File: src/rtl/alu_writeback.sv
// ALU result writeback: DEPTH-entry {rd,data} queue to the register file, arch flags register, forwarding lookup.
// Latency 1 (no bypass); in_ready = !full, stalls while the register file withholds rf_ready.
module alu_writeback #(
   parameter int DATA_W = 32,
   parameter int RA_W   = 5,
   parameter int DEPTH  = 2
) (
   input  logic              clk,
   input  logic              rst,
   input  logic              in_valid,
   output logic              in_ready,
   input  logic [DATA_W-1:0] in_result,
   input  logic [7:0]        in_flags,
   input  logic [3:0]        in_op,
   input  logic [RA_W-1:0]   in_rd,
   input  logic              in_wr,
   output logic              rf_we,
   output logic [RA_W-1:0]   rf_waddr,
   output logic [DATA_W-1:0] rf_wdata,
   input  logic              rf_ready,
   output logic [7:0]        flags_q,
   input  logic              sw_flags_we,
   input  logic [7:0]        sw_flags,
   input  logic [RA_W-1:0]   fwd_rd,
   output logic              fwd_hit,
   output logic [DATA_W-1:0] fwd_data,
   output logic [31:0]       retired
);
   localparam int PW = $clog2(DEPTH);
   localparam int CW = $clog2(DEPTH + 1);
   localparam logic [3:0] OP_CMP = 4'hC;

   logic [RA_W-1:0]   rd_mem_q   [DEPTH];
   logic [RA_W-1:0]   rd_mem_d   [DEPTH];
   logic [DATA_W-1:0] data_mem_q [DEPTH];
   logic [DATA_W-1:0] data_mem_d [DEPTH];
   logic [PW-1:0]     wr_ptr_q, wr_ptr_d;
   logic [PW-1:0]     rd_ptr_q, rd_ptr_d;
   logic [CW-1:0]     count_q, count_d;
   logic [31:0]       retired_q, retired_d;
   logic [7:0]        flags_d;

   logic full, empty, accept, enq, deq;
   logic [PW-1:0] idx;

   // Upper ALU flag bits are architecturally owned by software, never by the ALU.
   logic unused_in_flags;
   assign unused_in_flags = ^in_flags[7:4];

   assign full     = (count_q == CW'(DEPTH));
   assign empty    = (count_q == '0);
   assign accept   = in_valid && !full;
   assign enq      = accept && in_wr && (in_op != OP_CMP) && (in_rd != '0);
   assign deq      = !empty && rf_ready;

   assign in_ready = !full;
   assign rf_we    = !empty;
   assign rf_waddr = empty ? '0 : rd_mem_q[rd_ptr_q];
   assign rf_wdata = empty ? '0 : data_mem_q[rd_ptr_q];
   assign retired  = retired_q;

   always_comb begin
      rd_mem_d   = rd_mem_q;
      data_mem_d = data_mem_q;
      wr_ptr_d   = wr_ptr_q;
      rd_ptr_d   = rd_ptr_q;
      count_d    = count_q;
      retired_d  = retired_q;
      flags_d    = flags_q;
      if (enq) begin
         rd_mem_d[wr_ptr_q]   = in_rd;
         data_mem_d[wr_ptr_q] = in_result;
         wr_ptr_d             = wr_ptr_q + PW'(1);
      end
      if (deq) begin
         rd_ptr_d  = rd_ptr_q + PW'(1);
         retired_d = retired_q + 32'd1;
      end
      case ({enq, deq})
         2'b10:   count_d = count_q + CW'(1);
         2'b01:   count_d = count_q - CW'(1);
         default: count_d = count_q;
      endcase
      // Software load first so an ALU accept in the same cycle owns the low nibble.
      if (sw_flags_we) flags_d = sw_flags;
      if (accept)      flags_d[3:0] = in_flags[3:0];
   end

   // Walk oldest to youngest so the last match is the youngest producer.
   always_comb begin
      fwd_hit  = 1'b0;
      fwd_data = '0;
      idx      = '0;
      for (int i = 0; i < DEPTH; i++) begin
         idx = rd_ptr_q + PW'(i);
         if ((CW'(i) < count_q) && (fwd_rd != '0) && (rd_mem_q[idx] == fwd_rd)) begin
            fwd_hit  = 1'b1;
            fwd_data = data_mem_q[idx];
         end
      end
   end

   always_ff @(posedge clk) begin
      if (rst) begin
         for (int i = 0; i < DEPTH; i++) begin
            rd_mem_q[i]   <= '0;
            data_mem_q[i] <= '0;
         end
         wr_ptr_q  <= '0;
         rd_ptr_q  <= '0;
         count_q   <= '0;
         retired_q <= '0;
         flags_q   <= '0;
      end else begin
         rd_mem_q   <= rd_mem_d;
         data_mem_q <= data_mem_d;
         wr_ptr_q   <= wr_ptr_d;
         rd_ptr_q   <= rd_ptr_d;
         count_q    <= count_d;
         retired_q  <= retired_d;
         flags_q    <= flags_d;
      end
   end
endmodule

File: config.mk
export PLATFORM = sky130hd
export DESIGN_NAME = alu_writeback
export DESIGN_NICKNAME = d
export VERILOG_FILES = /design/src/rtl/alu_writeback.sv
export SDC_FILE = /design/constraint.sdc
export NUM_CORES = 1
export LEC_CHECK = 0
export ABC_AREA = 1
export CAP_MARGIN = 0
export CORE_MARGIN = 3
export CORE_UTILIZATION = 40
export DETAILED_ROUTE_END_ITERATION = 10
export GPL_TIMING_DRIVEN = 1
export PLACE_DENSITY_LB_ADDON = 0.2
export SLEW_MARGIN = 15
export SYNTH_ARGS = -nofsm -noshare
export SYNTH_HDL_FRONTEND = slang
export SYNTH_SLANG_ARGS = --single-unit
File: constraint.sdc
create_clock -name clk -period 6.5 [get_ports clk]
set_clock_uncertainty 0.2 [all_clocks]
set_input_delay 0.975 -clock clk [delete_from_list [all_inputs] [get_ports clk]]
set_output_delay 0.975 -clock clk [all_outputs]
set_load 0.1 [all_outputs]
# Word level (Yosys, flattened, before mapping)
# Index checks and enable logic that the tools add are counted.
[totals]
register_bits = 118
output_inout_bits = 112
[classes]
reduce_logical = 17
addsub = 5
n_eq_ne = 6
bitwise_logic = 3
order_cmp = 6
muxes = 27
[ops]
columns = ["op", "count"]
rows = [
  ["$mux 32", 10],
  ["$bwmux 64", 1],
  ["$mux 5", 8],
  ["$add 32x1->32 const B", 1],
  ["$demux 32 s1", 1],
  ["$bwmux 10", 1],
  ["$eq 5x5->1", 2],
  ["$logic_and 1x1->1", 10],
  ["$reduce_bool 5->1", 2],
  ["$mux 4", 2],
  ["$ge 2x2->1 const B", 3],
  ["$not 1->2", 3],
  ["$demux 5 s1", 1],
  ["$eq 2x2->1 const B", 2],
  ["$lt 1x2->1 const A", 2],
  ["$ne 4x4->1 const B", 1],
  ["$pmux 2 s2", 1],
  ["$reduce_bool 2->1", 2],
  ["$add 1x1->1 const B", 2],
  ["$add 2x1->2 const B", 1],
  ["$eq 2x1->1 const B", 1],
  ["$logic_not 1->1", 2],
  ["$logic_not 2->1", 1],
  ["$lt 2x1->1 const B", 1],
  ["other kinds (2)", 3],
]

# Logic depth before layout (Yosys ltp)
# Gate-level depths: netlist (run 1).
[logic_depth]
word_depth = 8
depth_mapped = 12
depth_no_buf = 12

# Worst setup path before layout (run 1)
# OpenSTA, ideal clock, no wires.
[synth_timing]
path_kind = "flip-flop to output port"
from = "reg count_q[0]"
to = "out fwd_hit"
stages_incl_launch_ff = 8
arrival_ps = 3627
path_slack_ps = 1698
cell_sequence = "dfxtp_1 inv_1 ha_1 inv_1 nand2_1 nor2_1 nand2_1 o21ai_0"
[synth_via]
elab_chain_len = 5
[synth_lines]
columns = ["item", "line", "text"]
rows = [
  ["start: declaration", "39", "logic [CW-1:0] count_q, count_d;"],
  ["start signal: assignment", "119", "count_q <= count_d;"],
  ["$lt 1x2->1", "96", "if ((CW'(i) < count_q) && (fwd_rd != '0) && (rd_mem_q[idx] == fwd_rd)) begin"],
  ["$logic_and 1x1->1 (2 in a row)", "96", ""],
  ["$mux 1", "96", ""],
  ["$mux 1 (*)", "96", ""],
  ["end: declaration", "25", "output logic fwd_hit,"],
]
# Mark *: on every way between the ends. The rest lies on a longest branch, timed or not.

# Worst setup path after layout (run 1)
[layout_timing]
from = "in fwd_rd[2]"
to = "out fwd_hit"
[layout_via]
elab_chain_len = 5
[layout_lines]
columns = ["item", "line", "text"]
rows = [
  ["start: declaration", "24", "input logic [RA_W-1:0] fwd_rd,"],
  ["$reduce_bool 5->1", "96", ""],
  ["$logic_and 1x1->1 (2 in a row)", "96", ""],
  ["$mux 1", "96", ""],
  ["$mux 1 (*)", "96", ""],
]
# Marked as above.

==> results of run 1 <==
[through the flow]
step,setup WS [ns],hold WS [ns],cell area [µm²],util [%],std cells
after floorplan,1.70,0.296,7680,-,1346
after global placement,1.66,0.282,9410,50.1,1687
after detailed placement,1.57,0.276,9410,50.1,1687
after CTS,1.55,0.289,10000,53.3,1719
after global routing,1.28,0.326,10000,53.3,1719
final,1.63,0.284,10000,53.3,1719
[worst min path at each step]
stage / start / to / depth (start not counted)
after floorplan: data_mem_q[56] / data_mem_q[56] / 4
after global placement: flags_q[5] / flags_q[5] / 2
after detailed placement: flags_q[2] / flags_q[2] / 2
after CTS: flags_q[2] / flags_q[2] / 2
after global routing: flags_q[1] / flags_q[1] / 2
final: flags_q[2] / flags_q[2] / 2
[cells in the mapped netlist]
cell type | instances | area, µm²
ha_1 | 5 | 62.6
o21ba_2 | 1 | 10.0
a31oi_1 | 5 | 31.3
clkinv_1 | 1 | 3.75
nor2_4 | 1 | 11.3
o21bai_1 | 3 | 22.5
o21ai_0 | 86 | 430
nor2_2 | 3 | 18.8
nand3_1 | 61 | 305
or2_2 | 1 | 6.26
nand3_2 | 1 | 10.0
nand2_2 | 1 | 6.26
clkbuf_1 | 44 | 165
nand2_1 | 377 | 1420
a31oi_2 | 1 | 12.5
dfxtp_1 | 118 | 2360
nand4_1 | 121 | 757
xor2_1 | 5 | 43.8
buf_1 | 11 | 41.3
inv_1 | 267 | 1000
buf_4 | 4 | 30.0
xnor2_1 | 1 | 8.76
nor3_1 | 7 | 35.0
o21a_1 | 1 | 7.51
inv_2 | 2 | 7.51
nor2_1 | 179 | 672
nor3b_1 | 1 | 7.51
buf_2 | 20 | 100
a21oi_1 | 18 | 90.1
[metal layers]
layer  GRT usage (%)  vias up  part of all wire [%]
met1            27.1     3768                    45
li1                -     4414                     -
met2            37.9      230                    49
met3            3.57       33                   4.6
met4            8.00        0                   1.8
met5               0        -                     0
[sequential cells by signal (all words and copies together) (netlist names)]
register	count
flags_q	8
data_mem_q	64
retired	32
count_q	2
rd_ptr_q	1
wr_ptr_q	1
rd_mem_q	10
[power by group through the flow]
stage	Sequential [W]	Clock, W	Combinational (W)
finish	0.000844	0.000942	0.00134
global route	0.000856	0.000986	0.00145
CTS	0.000843	0.000957	0.00135
detailed placement	0.000858	0	0.00134
global placement	0.000856	0	0.00133
floorplan	0.000895	0	0.000987
[kinds of logic after synthesis]
| logic type | Yosys count |
|---|---|
| AND/OR/NAND/NOR | 753 |
| buffers and inverters | 349 |
| flip-flops | 118 |
| AO/OA/AOI/OAI | 115 |
| XOR/XNOR | 6 |
| adder cells (fa/ha/maj) | 5 |
[worst min-delay path: cells and delay by family (launching register included)]
kind	cells	cell delay [ns]
flip-flops	1	0.30
AND/OR/NAND/NOR	1	0.06
AO/OA/AOI/OAI	1	0.07
[cell type report]
type | instances | area, µm²
Sequential cell | 118 | 2370
Inverter | 270 | 1010
Fill cell | 1885 | 8770
Multi-Input combinational cell | 879 | 3990
Clock buffer | 18 | 439
Tap cell | 234 | 293
Clock inverter | 14 | 153
Timing Repair Buffer | 186 | 1750
==> results_dict.tcl, run 1 <==
set metrics [dict create \
    ctsHoldBuffers 0 \
    clkTransAtPathRegs_ns 0.06 \
    grt_antenna_before_repair 0 \
    power_density_nw_per_um2 313 \
    insertion_delay_ns 0.42 \
    antenna_left 0 \
    relSlewSlack_pct 28.8 \
    cts_root_buf "clkbuf_16" \
    grt_pass1_wl_um 36600 \
    start_util_pct 40.9 \
    startpoint_type "input port" \
    p_comb_share_pct 42.9 \
    switching_share_pct 46.3 \
    ios 180 \
    required_ns 5.32 \
    grt-ovfl-total 0 \
    drc_errors 0 \
    numClockSinks 118 \
    num_rows 50 \
    synth_xor_area_share_pct 0.685 \
    viasPerCell 4.91 \
    synth_mux_area_share_pct 0 \
    p_total_w 0.00313 \
    h-tree-depth 4 \
    power.switching_w 0.00145 \
    worstRegToRegCells 11 \
    reg2reg_to "count_q[1]" \
    grt_start_max_net_pins 78 \
    final_nets 1545 \
    rsz0062_at_grt "false" \
    reg2reg_from "count_q[0]" \
    cp.arrival_ns 3.70 \
    final_cell_mix "377 x nand2_1, 267 x inv_1, 179 x nor2_1" \
    worst_pin_slew_ns 1.07 \
    cp-end-kind "output pin" \
    yosys.area_share.simple_pct 42.3 \
    leakage_nw 4.83 \
    cts_tree "built" \
    seq_power_share_pct 27.0 \
    die_x_um 145 \
    post_drt_wl_per_cell_um 13.3 \
    gp_congestion 0.876 \
    clock.fmax_mhz 205 \
    drive_gt1_share_pct 6.20 \
    grt_pass1_vias 7508 \
    postSynthCellCount 1346 \
    ys_warn_count 0 \
    crit_chain "clkdlybuf4s50_1, nor2_1, nand3_1, nand2_1, nor2_2, buf_4, nand3_2, o21ai_0, buf_4" \
    hold_viol_final 0 \
    critPathMaxFanout 33 \
    endpoint "fwd_hit" \
    synth_compound_gate_area_share_pct 7.87 \
    mostFrequentLayoutCell "nand2_1" \
    ir_drop_mv 0.188 \
    num_antenna_cells 0 \
    track_usage_pct 21.8 \
    post-cts-setup-buffer-count 0 \
    dr.first_iter.drc_count 517 \
    cap_viol_max_count 0 \
    min_period_over_period_pct 74.9 \
    ys_types 29 \
    synth_fa_ha_area_share_pct 0.815 \
    avgSynthCellArea_um2 5.70 \
    period_needed_ns 4.87 \
    die_h_um 145 \
    die-area_um2 20900 \
    critical_path.max_stage_delay_ns 0.65 \
    clockPowerShare_pct 30.1 \
    port-buffer-count 175 \
    yosysSeqAreaShare_pct 30.8 \
    syn_area_um2 7680 \
    syn_nets 1419 \
    drv_slew 0 \
    cpMaxStageDelayCell "nand3_2" \
    vias 8445 \
    critPathKind "in2out" \
    critPathBufInv 3 \
    crit_top_cell "buf_4" \
    numCtsBuffers 17 \
    drt_wl_total_um 22800 \
    coreArea_um2 18800 \
    synth_top_family_by_area "simple AND/OR/NAND/NOR gates" \
    hold_class "reg2reg" \
    cts_buffer_depth 2 \
    cts_resized 0 \
    syn2layout_area_growth_pct 30.3 \
    critPathLaunch "fwd_rd[2]" \
    drt_first_pass_iters 5 \
    p_int_w 0.00168 \
    crit_cells 9 \
    critical_path.top_delay_family "buffers and inverters" \
    status "complete, no violations" \
    setup_tns_ns 0 \
    setup_violations 0 \
    r2r_slack_ns 3.67 \
    dp_hpwl_um 14700 \
    synth_seq_cells 118 \
]
No activity file was read; power rests on OpenSTA's default activity.
==> run 2: changes to the inputs <==
- clock period: 6.5 -> 4.8 ns (I/O delays scaled with it)
==> results_dict.tcl, run 2 (same netlist as run 1, synthesis figures left out) <==
set metrics [dict create \
    post-cts-setup-buffer-count 0 \
    r2r_slack_ns 1.90 \
    die_x_um 145 \
    numCtsBuffers 17 \
    clkTransAtPathRegs_ns 0.06 \
    cts_root_buf "clkbuf_16" \
    port-buffer-count 175 \
    post_drt_wl_per_cell_um 13.5 \
    coreArea_um2 18800 \
    worstRegToRegCells 10 \
    cp.arrival_ns 3.41 \
    place_area_um2 9850 \
    p_total_w 0.00433 \
    period_needed_ns 4.33 \
    cap_viol_max_count 0 \
    antenna_left 0 \
    final_nets 1549 \
    cp-end-kind "output pin" \
    numClockSinks 118 \
    hold_viol_final 0 \
    viasPerCell 4.86 \
    whs_path_depth 2 \
    ctsHoldBuffers 0 \
    die-area_um2 20900 \
    fin_ws_ns 0.468 \
    dp_hpwl_um 15400 \
    grt_start_max_net_pins 89 \
    post-place-ws_ns 0.819 \
    worst_pin_slew_ns 1.00 \
    hold_class "reg2reg" \
    ir_drop_mv 0.239 \
    num_antenna_cells 0 \
    insertion_delay_ns 0.42 \
    setup_violations 0 \
    largest_reg_flops 64 \
    grt_antenna_before_repair 0 \
    top_register "data_mem_q" \
    drt_wl_total_um 23300 \
    drv_slew 0 \
    grt_pass1_vias 7635 \
    status "complete, no violations" \
    rsz0062_at_grt "false" \
    min_period_over_period_pct 90.3 \
    start_util_pct 40.9 \
    h-tree-depth 4 \
    mostFrequentLayoutCell "nand2_1" \
    power_density_nw_per_um2 414 \
    relSlewSlack_pct 33.1 \
    critPathMaxFanout 88 \
    leakage_nw 4.99 \
    cts_buffer_depth 2 \
    cts_tree "built" \
    critPathKind "reg2out" \
    syn2layout_area_growth_pct 36.5 \
    dr.first_iter.drc_count 515 \
    fin_area_um2 10500 \
    startpoint_type "flip-flop" \
    grt-ovfl-total 0 \
    drive_gt1_share_pct 7.25 \
    num_rows 50 \
    drt_first_pass_iters 6 \
    grt_pass1_wl_um 37700 \
    setup_tns_ns 0 \
    track_usage_pct 22.4 \
    ios 180 \
    cts_resized 0 \
    gp_congestion 0.897 \
    required_ns 3.88 \
    clock.fmax_mhz 231 \
    drc_errors 0 \
    final_cell_mix "377 x nand2_1, 267 x inv_1, 179 x nor2_1" \
    die_h_um 145 \
    vias 8380 \
]
-- run 2: changes by cell type in the layout (fill, tap and decap cells not counted) --
cell / previous run / this run
buf_12: 0 / 35
buf_4: 44 / 25
clkdlybuf4s50_1: 142 / 130
clkinv_4: 2 / 5
clkinvlp_4: 7 / 4
bufinv_16: 2 / 4
inv_6: 2 / 0
clkbuf_8: 1 / 0
inv_4: 0 / 1
-- run 2: per-stage QoR --
stage	cells	hold slack [ns]	utilization, %
floorplan	1346	0.296	-
global placement	1691	0.280	52.5
detailed placement	1691	0.273	52.5
CTS	1723	0.287	55.8
global route	1723	0.323	55.8
finish	1723	0.286	55.8
-- run 2: power by group --
group	switching (W)	internal, W	total, W
Clock	0.000487	0.000870	0.00136
Sequential	0.0000939	0.00106	0.00115
Combinational	0.00138	0.000445	0.00182
Total	0.00196	0.00237	0.00433
-- run 2: critical path, cell delays in order, from the launching register on --
cell	delay, ns
dfxtp_4	0.85
inv_2	0.27
nand2_1	0.15
nand2_1	0.05
nand2_1	0.05
nand2_1	0.05
nor2_2	0.14
nand3_2	0.65
o21ai_0	0.51
buf_12	0.24
-- run 2: layer usage --
layer	GRT usage [%]	vias up	wire [µm]
li1	-	4422	-
met1	27.7	3701	10200
met2	39.8	224	11500
met3	3.37	33	1130
met4	7.46	0	470
met5	0	-	0
-- run 2: layout make-up --
cell class | instances | area [µm²]
inverter | 270 | 1010
timing repair buffer | 190 | 2190
sequential | 118 | 2370
fill | 1883 | 8290
tap | 234 | 293
multi-input combinational | 879 | 3990
clock inverter | 15 | 205
clock buffer | 17 | 425
-- run 2: worst paths after layout --
path                                 start             end
worst max-delay path              rd_ptr_q         fwd_hit
worst min-delay path            flags_q[2]      flags_q[2]
worst max register to register  count_q[0]  data_mem_q[48]
worst min register to register  flags_q[2]      flags_q[2]
